`config.mk`:
```
export PLATFORM = sky130hd
export DESIGN_NAME = dram_arbiter
export DESIGN_NICKNAME = d
export VERILOG_FILES = /design/src/rtl/dram_arbiter.sv
export SDC_FILE = /design/constraint.sdc
export NUM_CORES = 1
export LEC_CHECK = 0
export CORE_MARGIN = 5
export CORE_UTILIZATION = 30
export CTS_BUF_LIST = sky130_fd_sc_hd__clkbuf_4
export DETAILED_ROUTE_END_ITERATION = 6
export SLEW_MARGIN = 30
export SYNTH_ARGS = -nofsm -noshare
export SYNTH_HDL_FRONTEND = slang
export SYNTH_SLANG_ARGS = --single-unit
```
`constraint.sdc`:
```
create_clock -name clk -period 7.51 [get_ports clk]
set_input_delay 1.502 -clock clk [delete_from_list [all_inputs] [get_ports clk]]
set_output_delay 1.502 -clock clk [all_outputs]
set_load 0.01 [all_outputs]
```
`src/rtl/dram_arbiter.sv`:
```
// dram_arbiter: two-master arbiter in front of a single-port DRAM with combinational read data.
//
// Every transaction takes three cycles: IDLE samples the requests and latches the winner's
// qualifiers, ACCESS drives the DRAM for one cycle, and RESP pulses the winner's ack for one cycle.
// Addresses at or above ADDR_LIMIT are flagged with err. They never write, and a read of one
// returns zero.
//
// Ports
//   clk, rst                  clock, asynchronous active-high reset
//   m0_req/we/adr/wdata       CPU data-port request and qualifiers
//   m0_rdata/ack/err          CPU read data, completion pulse, address error (valid with ack)
//   m1_*                      same as m0_*, for the loader/debug port
//   dram_adr/wdin/we          DRAM address, write data, write strobe
//   dram_rd                   DRAM combinational read data
//   gnt                       one-hot owner during ACCESS/RESP (bit0 = m0, bit1 = m1)
module dram_arbiter #(
  parameter int unsigned   AW         = 32,
  parameter int unsigned   DW         = 32,
  parameter logic [AW-1:0] ADDR_LIMIT = AW'(32'h0000_1000),
  parameter bit            RR         = 1'b1
) (
  input  logic          clk,
  input  logic          rst,
  input  logic          m0_req,
  input  logic          m0_we,
  input  logic [AW-1:0] m0_adr,
  input  logic [DW-1:0] m0_wdata,
  output logic [DW-1:0] m0_rdata,
  output logic          m0_ack,
  output logic          m0_err,
  input  logic          m1_req,
  input  logic          m1_we,
  input  logic [AW-1:0] m1_adr,
  input  logic [DW-1:0] m1_wdata,
  output logic [DW-1:0] m1_rdata,
  output logic          m1_ack,
  output logic          m1_err,
  output logic [AW-1:0] dram_adr,
  output logic [DW-1:0] dram_wdin,
  output logic          dram_we,
  input  logic [DW-1:0] dram_rd,
  output logic [1:0]    gnt
);

  typedef enum logic [1:0] {StIdle, StAccess, StResp} state_e;

  state_e        state_q, state_d;
  logic          last_q, last_d;    // last winner: 0 = m0, 1 = m1
  logic          win_q, win_d;      // current owner: 0 = m0, 1 = m1
  logic          we_q, we_d;
  logic [AW-1:0] adr_q, adr_d;
  logic [DW-1:0] wdata_q, wdata_d;
  logic [DW-1:0] m0_rdata_q, m0_rdata_d;
  logic [DW-1:0] m1_rdata_q, m1_rdata_d;
  logic          m0_err_q, m0_err_d;
  logic          m1_err_q, m1_err_d;

  logic          any_req;
  logic          pick;              // arbitration result: 0 = m0, 1 = m1
  logic          in_range;
  logic [DW-1:0] rd_val;

  // Unsigned compare over the full address width.
  assign in_range = (adr_q < ADDR_LIMIT);

  // Arbitration
  always_comb begin
    any_req = m0_req | m1_req;
    pick    = 1'b0;
    if (RR) begin
      // On a tie the master that did not win last goes first.
      if (m0_req && m1_req) begin
        pick = ~last_q;
      end else begin
        pick = m1_req;
      end
    end else begin
      pick = ~m0_req & m1_req;
    end
  end

  // Next state
  always_comb begin
    state_d    = state_q;
    last_d     = last_q;
    win_d      = win_q;
    we_d       = we_q;
    adr_d      = adr_q;
    wdata_d    = wdata_q;
    m0_rdata_d = m0_rdata_q;
    m1_rdata_d = m1_rdata_q;
    m0_err_d   = m0_err_q;
    m1_err_d   = m1_err_q;
    rd_val     = in_range ? dram_rd : '0;

    unique case (state_q)
      StIdle: begin
        if (any_req) begin
          win_d   = pick;
          last_d  = pick;
          we_d    = pick ? m1_we    : m0_we;
          adr_d   = pick ? m1_adr   : m0_adr;
          wdata_d = pick ? m1_wdata : m0_wdata;
          state_d = StAccess;
        end
      end
      StAccess: begin
        // Writes leave the winner's read data untouched.
        if (!we_q) begin
          if (win_q) begin
            m1_rdata_d = rd_val;
          end else begin
            m0_rdata_d = rd_val;
          end
        end
        if (win_q) begin
          m1_err_d = ~in_range;
        end else begin
          m0_err_d = ~in_range;
        end
        state_d = StResp;
      end
      StResp: begin
        state_d = StIdle;
      end
      default: begin
        state_d = StIdle;
      end
    endcase
  end

  always_ff @(posedge clk or posedge rst) begin
    if (rst) begin
      state_q    <= StIdle;
      last_q     <= 1'b1;           // m0 wins the first tie after reset
      win_q      <= 1'b0;
      we_q       <= 1'b0;
      adr_q      <= '0;
      wdata_q    <= '0;
      m0_rdata_q <= '0;
      m1_rdata_q <= '0;
      m0_err_q   <= 1'b0;
      m1_err_q   <= 1'b0;
    end else begin
      state_q    <= state_d;
      last_q     <= last_d;
      win_q      <= win_d;
      we_q       <= we_d;
      adr_q      <= adr_d;
      wdata_q    <= wdata_d;
      m0_rdata_q <= m0_rdata_d;
      m1_rdata_q <= m1_rdata_d;
      m0_err_q   <= m0_err_d;
      m1_err_q   <= m1_err_d;
    end
  end

  // Outputs are decoded from state so that an asynchronous reset drops dram_we, ack and gnt
  // immediately instead of at the next edge.
  always_comb begin
    dram_adr  = adr_q;
    dram_wdin = wdata_q;
    dram_we   = (state_q == StAccess) & we_q & in_range;
    gnt       = (state_q == StIdle) ? 2'b00 : {win_q, ~win_q};
    m0_ack    = (state_q == StResp) & ~win_q;
    m1_ack    = (state_q == StResp) & win_q;
    m0_rdata  = m0_rdata_q;
    m1_rdata  = m1_rdata_q;
    m0_err    = m0_err_q;
    m1_err    = m1_err_q;
  end

endmodule

```
After elaboration in Yosys (flattened, before gate mapping)
Cells that the tools add are included.
{"block": "totals", "register_bits": 135, "latch_bits": 0, "ramBits": 0, "mem_bits_ro": 0, "out_inout_bits": 135, "word_cells": 38, "mem_count": 0}
{"block": "classes", "addsub": 0, "multipliers": 0, "div": 0, "magnitude_cmp": 1, "n_eq_ne": 3, "shift": 0, "muxes": 8, "n_bitwise": 9, "n_reduce_logical": 7}
{"op": "two-way mux 32 bit", "count": 3}
{"op": "< comparator 32 x 13 -> 1 bit (second input constant)", "count": 1}
{"op": "AND reduction 2 bit", "count": 3}
{"op": "AND reduction 3 bit", "count": 2}
{"op": "AND 1 bit", "count": 4}
{"op": "two-way mux 2 bit", "count": 2}
{"op": "NOT 1 bit", "count": 4}
{"op": "case mux 2 bit (2 select lines)", "count": 1}
{"op": "equality test 2 x 1 -> 1 bit (second input constant)", "count": 1}
{"op": "equality test 2 bit (second input constant)", "count": 1}
{"op": "logical NOT 2 bit", "count": 1}
{"op": "two-way mux 1 bit", "count": 2}
{"op": "inequality test 2 bit (second input constant)", "count": 1}
{"op": "logical AND 1 bit", "count": 1}
{"op": "bitwise OR 1 bit", "count": 1}

Depth between registers and ports, before layout
Gate-level depths: netlist of run 1.
{"block": "logic_depth", "ltp_word": 3, "ltp_mapped": 6, "mapped_depth_nobuf": 3}

Worst setup path before layout of run 1
No wires, ideal clock.
{"block": "synth_path", "path_type": "reg-to-output", "startpoint": "reg adr_q[18] (netlist: dram_adr[18])", "endpoint": "out dram_we", "t_arrival_ps": 1472, "required_time_ps": 6008, "slack_ps": 4536, "path_stages_with_launch": 6, "path_buffers": 2, "cell_sequence": "dfrtp_1 nor4_1 nand3_1 buf_2 buf_2 nor3_1"}
{"block": "synth_via", "elab_chain_cells": 2}
{"item": "from (decl)", "line_no": "51", "text": "logic [AW-1:0] adr_q, adr_d;"}
{"item": "from (signal assigned)", "line_no": "149", "text": "adr_q <= adr_d;"}
{"item": "< comparator 32 x 13 -> 1 bit", "line_no": "64", "text": "assign in_range = (adr_q < ADDR_LIMIT);"}
{"item": "AND 1 bit", "line_no": "163", "text": "dram_we = (state_q == StAccess) & we_q & in_range;"}
{"item": "to (decl)", "line_no": "40", "text": "output logic dram_we,"}
Every way passes these cells.

Worst setup path in the final report of run 1
{"block": "layout_path", "startpoint": "reg adr_q[27] (netlist: dram_adr[27])", "endpoint": "out dram_we"}
Same word-level chain as after synthesis.

==> implementation parameters, run 1 <==
Parameter                              Value

Cells and area
  Post-layout util    a little under half
  Proportion of layout cells with a drive suffix above 1    ~17%
  Fillcell total    around 2000
  Register area    approximately 3400 sq um
  Nets    ~990
  Area growth from synthesis to final layout    53.7%
  Multi-input gate area    about 2800 sq um

Detailed routing
  Final Routed Wirelength    22.4 mm
  Per-cell routed wire length    between 20 and 25 um
  Number of antenna-violating nets in the routed design    0
  Detailed Route Iter0 Violations    around 260
  DRC viols    0
  Average via count per standard cell    approximately 4.8
  Total via count in the routed design    about 5300
  TritonRoute pass-1 iters    5

Global routing
  Initial antenna violation count    2
  First-pass GRT wire length    33.0 mm
  Global-route congestion overflow total    0
  Total Routing Usage GR    17.7%
  Pin count of the biggest net entering global routing    approximately 80
  Via count of the first global-routing pass    5388

STA
  Final Max Tran Viols    0
  Final cycle utilization of the critical path    approximately three fifths
  Final hold violations    0
  Unrepaired setup endpoints after global routing    false
  Number of failing setup endpoints in the final timing report    0
  Post-layout minimum cycle time    approximately 4.4 ns
  Highest Clock Rate    around 230 MHz
  Slew at the pin with the worst max-slew slack    0.843 ns
  Smallest setup slack after layout    3.12 ns
  Hold WS    0.491 ns
  Relative max-transition margin    between 40 and 50%
  Setup Skew    0.0323 ns
  Setup total negative slack    0 ns

Synth
  Number of distinct standard cells referenced by the synthesized netlist    33
  EDFF count, synth    0
  Synth Register Bits    between 100 and 150
  Seq/Total Area, Yosys    a little over half
  Cell taking the most area after synthesis    dfrtp_1
  Post-synthesis net count    707
  Mean post-synth cell area    roughly 12 sq um
  Top area cells in the synthesized netlist    dfrtp_1, mux2_2, mux2_4
  Most used DFF post-synth    dfrtp_1
  Mapped Area    6470 sq um
  Post-synth top area share    just over 50%
  Post-synthesis instance total    between 500 and 600
  Yosys warnings    0
  Async set-reset flop share out of synthesis    100%

CTS
  Post-CTS Hold Buffers    0
  Number of CTS-inserted buffers    17
  Post-cts sizing count    0
  Clock Sinks    135
  Skew-Pair Late Insertion Delay    approximately 0.53 ns
  Clock transition at the registers of the reported paths    between 0.1 and 0.15 ns
  H-tree level count    4
  Buffer cell driving the clock tree root    clkbuf_4
  CTS tree    done
  Max Buffers Root-to-Sink    2
  Post-CTS Setup Bufs    0

Setup path
  Cell breakdown of the critical path    nor4_4 -> buf_4 -> nand2_1 -> nor3_1 -> clkdlybuf4s50_1
  Critical Path End Type    primary output
  Worst-path cell with the longest stage delay    clkdlybuf4s50_1
  Crit-path max cell delay    0.60 ns
  Maximum fanout along the worst path    between 60 and 70
  Flop-to-flop setup slack    a little over 5 ns
  Critical path data required time    6.01 ns
  Critical Setup Path Class    reg2out
  Data arrival time of the critical path    roughly 2.9 ns
  Startpoint kind of the worst setup timing path    flip-flop

Floorplan
  DIE AREA    24600 sq um
  Width of the die    157 um
  Die Y-Extent    between 150 and 200 um
  Number of placement rows    53
  Area inside the core boundary    about 21000 sq um
  Effective utilization at floorplan    30.6%
  Number of top-level pins    301

Place
  Gp weighted congestion    about 0.81
  Detailed-placement wirelength estimate    about 16 mm
  Post-Place Worst Slack    around 3.5 ns
  Total of buffers placed on input and output ports    300

Pwr
  PD cells    ~350 nW/um^2
  Leakage dissipation    between 3 and 4 nW
  Peak ir drop on the vdd network    about 0.21 mV

Flow run
  Max-cap viol count    0

Outcome
  Outcome    finished clean

Min path
  Hold/Removal Path Class    reg2reg
## report_power, final
group	internal [mW]	switching, mW
sequential	1.02	0.223
combinational	0.969	0.710
clock	0.237	0.299
## layout make-up
| cell class | instances | share of cell area, % |
|---|---|---|
| diodes | 3 | 0.0754 |
| clock buffers | 18 | 1.36 |
| clock inverters | 14 | 1.74 |
| inverters | 2 | 0.126 |
| multi-input cells | 353 | 28.4 |
| flip-flops and latches | 135 | 34.0 |
| well taps | 275 | 3.46 |
| repair buffers | 310 | 30.9 |
## placed cells by master (no fill, tap or decap), types with 2 or more instances in the layout
master	netlist	final
mux2_2	61	61
bufinv_16	0	3
diode_2	0	3
clkinvlp_4	0	4
nor4_1	3	3
clkbuf_4	0	18
inv_6	0	5
dfrtp_1	134	134
nor4_4	0	2
mux2_1	39	39
buf_4	3	10
clkdlybuf4s50_1	0	300
nor2_1	2	2
mux2_4	30	30
o21ai_1	45	45
nand4_1	64	64
nand2_1	68	68
o21ai_0	20	20
nor3b_1	3	3
## final timing paths
kind                                   start           end  cells after the start
max in group asynchronous                rst  dram_adr[30]                      3
worst max-delay path            dram_adr[27]       dram_we                      5
worst min-delay path            m1_rdata[14]  m1_rdata[14]                      2
min in group asynchronous                rst   dram_adr[3]                      2
worst min register to register  m1_rdata[14]  m1_rdata[14]                      2
worst max register to register    state_q[1]  dram_adr[25]                      4
## kinds of logic after synthesis
family / after synthesis / share of synthesized area (%)
buf+inv: 53 / 5.18
flops: 135 / 52.2
compound gates: 72 / 5.84
simple gates: 151 / 12.4
mux: 130 / 24.4
## cells in the mapped netlist, types with 3 or more instances
| library cell | number |
|---|---|
| dfrtp_1 | 134 |
| nand2_1 | 68 |
| nand4_1 | 64 |
| mux2_2 | 61 |
| o21ai_1 | 45 |
| mux2_1 | 39 |
| mux2_4 | 30 |
| buf_2 | 22 |
| o21ai_0 | 20 |
| buf_6 | 13 |
| clkbuf_1 | 13 |
| buf_4 | 3 |
| nor3b_1 | 3 |
| nor4_1 | 3 |
## through the flow
stage	area, sq um	total power, mW	cells
4_1_cts	9940	3.52	1107
3_5_place_dp	9640	2.97	1075
6_report	9950	3.46	1110
3_3_place_gp	9640	2.95	1075
5_1_grt	9950	3.67	1109
2_1_floorplan	6470	2.07	541
## per-layer routing
metal / wire length (um) / track usage [%] / vias to the layer above / part of all wire [%]
met5: 0 / 0 / - / 0
met4: 383 / 4.88 / 0 / 1.7
met3: 1580 / 5.92 / 23 / 7.0
met2: 11200 / 29.1 / 170 / 50
met1: 9260 / 22.5 / 2578 / 41
li1: - / - / 2519 / -
## flip-flops by register name, summed over array words and instances, names as in the netlist
register and cells:
m1_rdata 32, we_q 1, m1_err 1, m0_rdata 32, win_q 1, last_q 1, m0_err 1, dram_adr 32
dram_wdin 32, state_q 2
## critical path, delay by kind of cell (launching register included)
family | cells | cell delay [ns]
and+or+nand+nor | 3 | 0.68
DFF | 1 | 0.44
buffers and inverters | 2 | 1.18
(Power assumes the default switching activity.)
==> inputs of run 2 (changes only) <==
==> constraint.sdc (replaced) <==
create_clock -name clk -period 4.16 [get_ports clk]
set_input_delay 0.832 -clock clk [delete_from_list [all_inputs] [get_ports clk]]
set_output_delay 0.832 -clock clk [all_outputs]
set_load 0.01 [all_outputs]
==> run 2 against run 1 <==
Effect of this change:
- worst hold slack got worse by 0.0017 ns
- critical path depth fell by 1
- largest cell class unchanged
- worst setup slack got worse by 2.2 ns
- critical endpoint unchanged
- sequential share of layout area fell by 0.085 points
- cell count barely moved
- flip-flop and latch count did not move
==> implementation parameters, run 2 (same netlist as run 1, synthesis figures left out) <==
Parameter                              Value

Floorplan
  DIE AREA    24600 sq um (unchanged)
  Number of top-level pins    301 (unchanged)
  Width of the die    157 um (unchanged)
  Effective utilization at floorplan    30.6% (unchanged)
  Number of placement rows    53 (unchanged)
  Area inside the core boundary    21200 sq um (unchanged)
  Die Y-Extent    157 um (unchanged)

Global routing
  Initial antenna violation count    1 (-1)
  Global-route congestion overflow total    0 (unchanged)
  Via count of the first global-routing pass    5578 (+3.5%)
  Pin count of the biggest net entering global routing    67 (-17%)
  First-pass GRT wire length    33.4 mm (+1.4%)
  Total Routing Usage GR    17.8% (+0.081 points)

Setup path
  Cells on worst reg2reg path    4 (unchanged)
  Worst-path cell with the longest stage delay    clkdlybuf4s50_1
  Endpoint of the worst-slack reg-to-reg timing path    dram_adr[26]
  Cell breakdown of the critical path    nor4_1 -> nand3_2 -> nor3_1 -> clkdlybuf4s50_1
  Buffer and inverter count on the worst path    1 (-1)
  Maximum fanout along the worst path    3 (-95%)
  Critical path data required time    3.33 ns (-2.68 ns)
  Flop-to-flop setup slack    1.94 ns (-3.16 ns)
  Startpoint kind of the worst setup timing path    flip-flop
  Data arrival time of the critical path    2.43 ns (-0.45 ns)
  CP top delay family    simple AND/OR/NAND/NOR gates
  R2R Path Start    state_q[1]
  Critical Path End Type    primary output
  Crit. Startpoint    dram_adr[18]
  Critical Setup Path Class    reg2out
  Crit-path max cell delay    0.64 ns (+0.04 ns)

Min path
  Worst Hold Path EP    m1_rdata[12]
  Number of cells traversed by the worst hold path    2 (unchanged)
  Hold Path Origin    m1_rdata[12]
  Hold/Removal Path Class    reg2reg

Cells and area
  Post-route cell area    9980 sq um (+0.25%)
  Fillcell total    2002 (+0.70%)
  Commonest non-fill, non-tap cells in the layout    clkdlybuf4s50_1, dfrtp_1, nand2_1, nand4_1, mux2_2
  Area growth from synthesis to final layout    54.1%
  Nets    987 (+0.20%)
  Proportion of layout cells with a drive suffix above 1    16.9% (-0.14 points)
  Most frequent standard cell in the layout excluding fill and tap cells    clkdlybuf4s50_1

Pwr
  Internal power contribution    4.02 mW (+80%)
  Switching power share of the total    35.4% (-0.17 points)
  Switching power total    2.20 mW (+79%)
  Leakage dissipation    3.88 nW (+0.50%)
  PD cells    624 nW/um^2 (+79%)
  Fraction of power consumed by sequential logic    36.5% (+0.5 points)
  Share of total power in the clock network    15.0% (-0.5 points)
  Peak ir drop on the vdd network    0.282 mV (+34%)
  Combinational share of power    48.5% (about the same)

CTS
  Skew-Pair Late Insertion Delay    0.55 ns (+0.02 ns)
  Buffer cell driving the clock tree root    clkbuf_4
  Clock transition at the registers of the reported paths    0.13 ns (about the same)
  Max Buffers Root-to-Sink    2 (unchanged)
  Post-CTS Setup Bufs    0 (unchanged)
  Post-CTS Hold Buffers    0 (unchanged)
  Post-cts sizing count    0 (unchanged)
  CTS tree    done
  H-tree level count    4 (unchanged)
  Number of CTS-inserted buffers    17 (unchanged)
  Clock Sinks    135 (unchanged)

STA
  Setup Skew    0.0277 ns (-0.00460 ns)
  Post-layout minimum cycle time    ~3.3 ns
  Final Max Tran Viols    0 (unchanged)
  Final hold violations    0 (unchanged)
  Final cycle utilization of the critical path    around 78%
  Highest Clock Rate    slightly above 300 MHz
  Slew at the pin with the worst max-slew slack    0.734 ns (-0.109 ns)
  Number of failing setup endpoints in the final timing report    0 (unchanged)
  Relative max-transition margin    51.0% (+7.1 points)
  Setup total negative slack    0 ns (unchanged)
  Unrepaired setup endpoints after global routing    false

Place
  Post-DP Area    9690 sq um (+0.53%)
  Total of buffers placed on input and output ports    300 (unchanged)
  Detailed-placement wirelength estimate    15.8 mm (-2.0%)
  Gp weighted congestion    0.780 (-3.4%)

Detailed routing
  Number of antenna-violating nets in the routed design    0 (unchanged)
  Total via count in the routed design    5330 (+0.76%)
  Per-cell routed wire length    20.0 um (-1.1%)
  Average via count per standard cell    4.81 (+0.85%)
  Detailed Route Iter0 Violations    281 (+9.8%)
  DRC viols    0 (unchanged)
  Final Routed Wirelength    22.2 mm (-1.2%)
  TritonRoute pass-1 iters    4 (-1)

Outcome
  Outcome    finished clean

Flow run
  Max-cap viol count    0 (unchanged)
==> run 2: worst max path at each step <==
stage                   end  slack, ns  cells past startpoint
5_1_grt             dram_we       0.66                      4
3_5_place_dp   dram_adr[28]       1.24                      5
2_1_floorplan   dram_adr[0]       1.65                      1
3_3_place_gp   dram_adr[25]       1.28                      5
6_report            dram_we       0.90                      4
4_1_cts             dram_we       0.80                      4
==> run 2: tightest hold or removal path: stages (launching register included) <==
cell and delay (ns):
dfrtp_1 0.36, nand2_1 0.05, o21ai_0 0.06
==> run 2: power by group through the flow <==
stage | clock (mW) | sequential, mW | combinational (mW)
after global placement | 0 | 2.29 | 3.06
final | 0.932 | 2.27 | 3.02
after floorplan | 0 | 2.42 | 1.32
after detailed placement | 0 | 2.29 | 3.07
after global routing | 1.03 | 2.34 | 3.22
after CTS | 0.965 | 2.27 | 3.08
==> run 2: through the flow <==
stage / util, % / hold WS [ns] / setup slack [ns] / instances / total power [mW]
2_1_floorplan: - / 0.504 / 1.65 / 541 / 3.74
3_3_place_gp: 45.8 / 0.463 / 1.28 / 1077 / 5.34
3_5_place_dp: 45.8 / 0.469 / 1.24 / 1077 / 5.36
4_1_cts: 47.1 / 0.497 / 0.797 / 1108 / 6.32
5_1_grt: 47.2 / 0.518 / 0.663 / 1109 / 6.59
6_report: 47.2 / 0.489 / 0.898 / 1109 / 6.22
==> run 2: layer usage <==
layer / GRT usage, % / part of all wire (%) / up-vias
li1: - / - / 2522
met1: 22.0 / 41 / 2635
met2: 30.5 / 51 / 148
met3: 5.14 / 5.7 / 25
met4: 5.04 / 1.9 / 0
met5: 0 / 0 / -
==> run 2: area by class of cell <==
cell class | instances | area [sq um] | area share, %
flip-flops and latches | 135 | 3380 | 33.9
repair buffers | 312 | 3130 | 31.4
multi-input cells | 353 | 2820 | 28.3
well taps | 275 | 344 | 3.45
clock inverters | 14 | 159 | 1.59
clock buffers | 17 | 128 | 1.28
inverters | 2 | 11.3 | 0.113
diodes | 1 | 2.50 | 0.0251
==> inputs of run 3 (changes only) <==
==> constraint.sdc (replaced) <==
create_clock -name clk -period 2.9 [get_ports clk]
set_input_delay 0.58 -clock clk [delete_from_list [all_inputs] [get_ports clk]]
set_output_delay 0.58 -clock clk [all_outputs]
set_load 0.01 [all_outputs]
==> run 3 against run 2 <==
Effect of this change:
- clock skew is 0.0091 ns higher
- clock power grew 67%
- design area grew 1.1%
- largest cell class unchanged
- routed wire length decreased by 1.0%
- power up 48%
- clock-buffer cell count unchanged
- non-clock buffer count rose by 2
- worst hold slack improved by 0.0036 ns
- first-iteration DRC count down 7.1%
==> implementation parameters, run 3 (same netlist as run 1, synthesis figures left out) <==
Parameter                              Value

Outcome
  Outcome    finished clean

Detailed routing
  Number of antenna-violating nets in the routed design    0 (unchanged)
  Total via count in the routed design    5242 (-1.7%)
  Detailed Route Iter0 Violations    261 (-7.1%)
  Top routing layer used    met4
  Per-cell routed wire length    19.7 um (-1.3%)
  Average via count per standard cell    4.71 (-1.9%)
  DR WL met3    1.34 mm (+5.4%)
  Final Routed Wirelength    21.9 mm (-1.0%)
  DRC viols    0 (unchanged)
  M1 WL    9.14 mm (+0.41%)
  TritonRoute pass-1 iters    4 (unchanged)
  Met2 WL post-DR    11.3 mm (-0.71%)

Floorplan
  Effective utilization at floorplan    30.6% (unchanged)
  Number of placement rows    53 (unchanged)
  Area inside the core boundary    21200 sq um (unchanged)
  Die Y-Extent    157 um (unchanged)
  Width of the die    157 um (unchanged)
  DIE AREA    24600 sq um (unchanged)
  Number of top-level pins    301 (unchanged)

CTS
  Clock Sinks    135 (unchanged)
  H-tree level count    4 (unchanged)
  Skew-Pair Late Insertion Delay    0.54 ns (about the same)
  CTS tree    done
  Buffer cell driving the clock tree root    clkbuf_4
  Post-CTS Setup Bufs    0 (unchanged)
  Clock transition at the registers of the reported paths    0.14 ns (about the same)
  Number of CTS-inserted buffers    17 (unchanged)
  Post-CTS Hold Buffers    0 (unchanged)
  Post-cts sizing count    3 (+3)
  Max Buffers Root-to-Sink    2 (unchanged)

Cells and area
  Commonest non-fill, non-tap cells in the layout    clkdlybuf4s50_1, dfrtp_1, nand2_1, nand4_1, mux2_2
  Fillcell total    2002 (unchanged)
  Nets    989 (+0.20%)
  Finished Layout Cells    1112 (+0.27%)
  Post-layout util    47.7% (+0.50 points)
  Post-route cell area    10100 sq um (+1.1%)
  Proportion of layout cells with a drive suffix above 1    17.6% (+0.66 points)
  Area growth from synthesis to final layout    55.8%
  Most frequent standard cell in the layout excluding fill and tap cells    clkdlybuf4s50_1

Setup path
  Maximum fanout along the worst path    3 (unchanged)
  Data arrival time of the critical path    2.08 ns (-0.35 ns)
  Startpoint kind of the worst setup timing path    flip-flop
  Critical Path End Type    primary output
  Critical Setup Path Class    reg2out
  Critical path data required time    2.32 ns (-1.01 ns)

Pwr
  Switching power total    3.23 mW (+46%)
  Leakage dissipation    3.93 nW (+1.1%)
  Fraction of power consumed by sequential logic    35.0% (-1.5 points)
  Switching power share of the total    34.9% (-0.46 points)
  Peak ir drop on the vdd network    0.483 mV (+71%)
  Combinational share of power    48.1% (-0.4 points)
  Internal power contribution    6.01 mW (+49%)
  Share of total power in the clock network    16.9% (+1.9 points)
  Post-route total power    9.23 mW (+48%)
  PD cells    916 nW/um^2 (+47%)

Global routing
  Pin count of the biggest net entering global routing    136 (+100%)
  First-pass GRT wire length    33.3 mm (-0.56%)
  Global-route congestion overflow total    0 (unchanged)
  Initial antenna violation count    1 (unchanged)
  Via count of the first global-routing pass    5507 (-1.3%)
  Total Routing Usage GR    17.6% (-0.18 points)

Flow run
  Max-cap viol count    0 (unchanged)

STA
  Final cycle utilization of the critical path    91.6%
  Slew at the pin with the worst max-slew slack    0.815 ns (+0.0813 ns)
  Unrepaired setup endpoints after global routing    false
  Setup total negative slack    0 ns (unchanged)
  Relative max-transition margin    45.7% (-5.3 points)
  Highest Clock Rate    between 300 and 400 MHz
  Final hold violations    0 (unchanged)
  Post-layout minimum cycle time    between 2 and 3 ns
  Setup Skew    0.0368 ns (+0.00906 ns)
  Final Max Tran Viols    0 (unchanged)
  Number of failing setup endpoints in the final timing report    0 (unchanged)

Place
  Detailed-placement wirelength estimate    15.7 mm (-0.70%)
  Placed cells    1079 (+0.19%)
  Total of buffers placed on input and output ports    300 (unchanged)
  Gp weighted congestion    0.793 (+1.7%)
  Post-DP Area    9710 sq um (+0.28%)

Min path
  Hold/Removal Path Class    reg2reg
## run 3: path summary, 6_finish.rpt
| check | from | endpoint | slack [ns] | cells past startpoint |
|---|---|---|---|---|
| worst min register to register | m0_rdata[28] | m0_rdata[28] | 0.49 | 2 |
| worst min-delay path | m0_rdata[28] | m0_rdata[28] | 0.49 | 2 |
| min in group asynchronous | rst | dram_wdin[22] | 0.54 | 3 |
| worst max register to register | state_q[1] | dram_adr[12] | 0.94 | 4 |
| max in group asynchronous | rst | m0_rdata[28] | 1.68 | 3 |
| worst max-delay path | dram_adr[18] | dram_we | 0.24 | 4 |
## run 3: layout make-up
cell class	instances	area (sq um)	area share (%)
clock buffer	17	128	1.27
inverter	2	11.3	0.112
multi-input combinational	353	2840	28.2
sequential	135	3380	33.5
clock inverter	15	220	2.18
antenna	1	2.50	0.0248
tap	275	344	3.41
timing repair buffer	314	3160	31.3
## run 3: power groups by stage
stage | registers, mW | clock network, mW | logic [mW]
after floorplan | 3.48 | 0 | 1.89
after global placement | 3.25 | 0 | 4.48
after detailed placement | 3.26 | 0 | 4.49
after CTS | 3.24 | 1.62 | 4.51
after global routing | 3.35 | 1.69 | 4.71
final | 3.23 | 1.56 | 4.44
## run 3: per-stage QoR
step | hold slack (ns) | setup WS, ns
detailed placement | 0.469 | 0.411
global placement | 0.463 | 0.409
finish | 0.493 | 0.243
floorplan | 0.504 | 0.642
global route | 0.519 | 0.0187
CTS | 0.499 | 0.143
## run 3: worst max-delay path, cell delays in order, from the launching register on
cell and delay (ns):
dfrtp_1 0.42, nor4_2 0.37, nand3_2 0.13, nor3_1 0.25, dlygate4sd2_1 0.35
## run 3: metal layers
layer | track usage, % | up-vias
met1 | 22.1 | 2569
met4 | 3.22 | 0
met2 | 30.5 | 133
met5 | 0 | -
li1 | - | 2531
met3 | 5.31 | 9
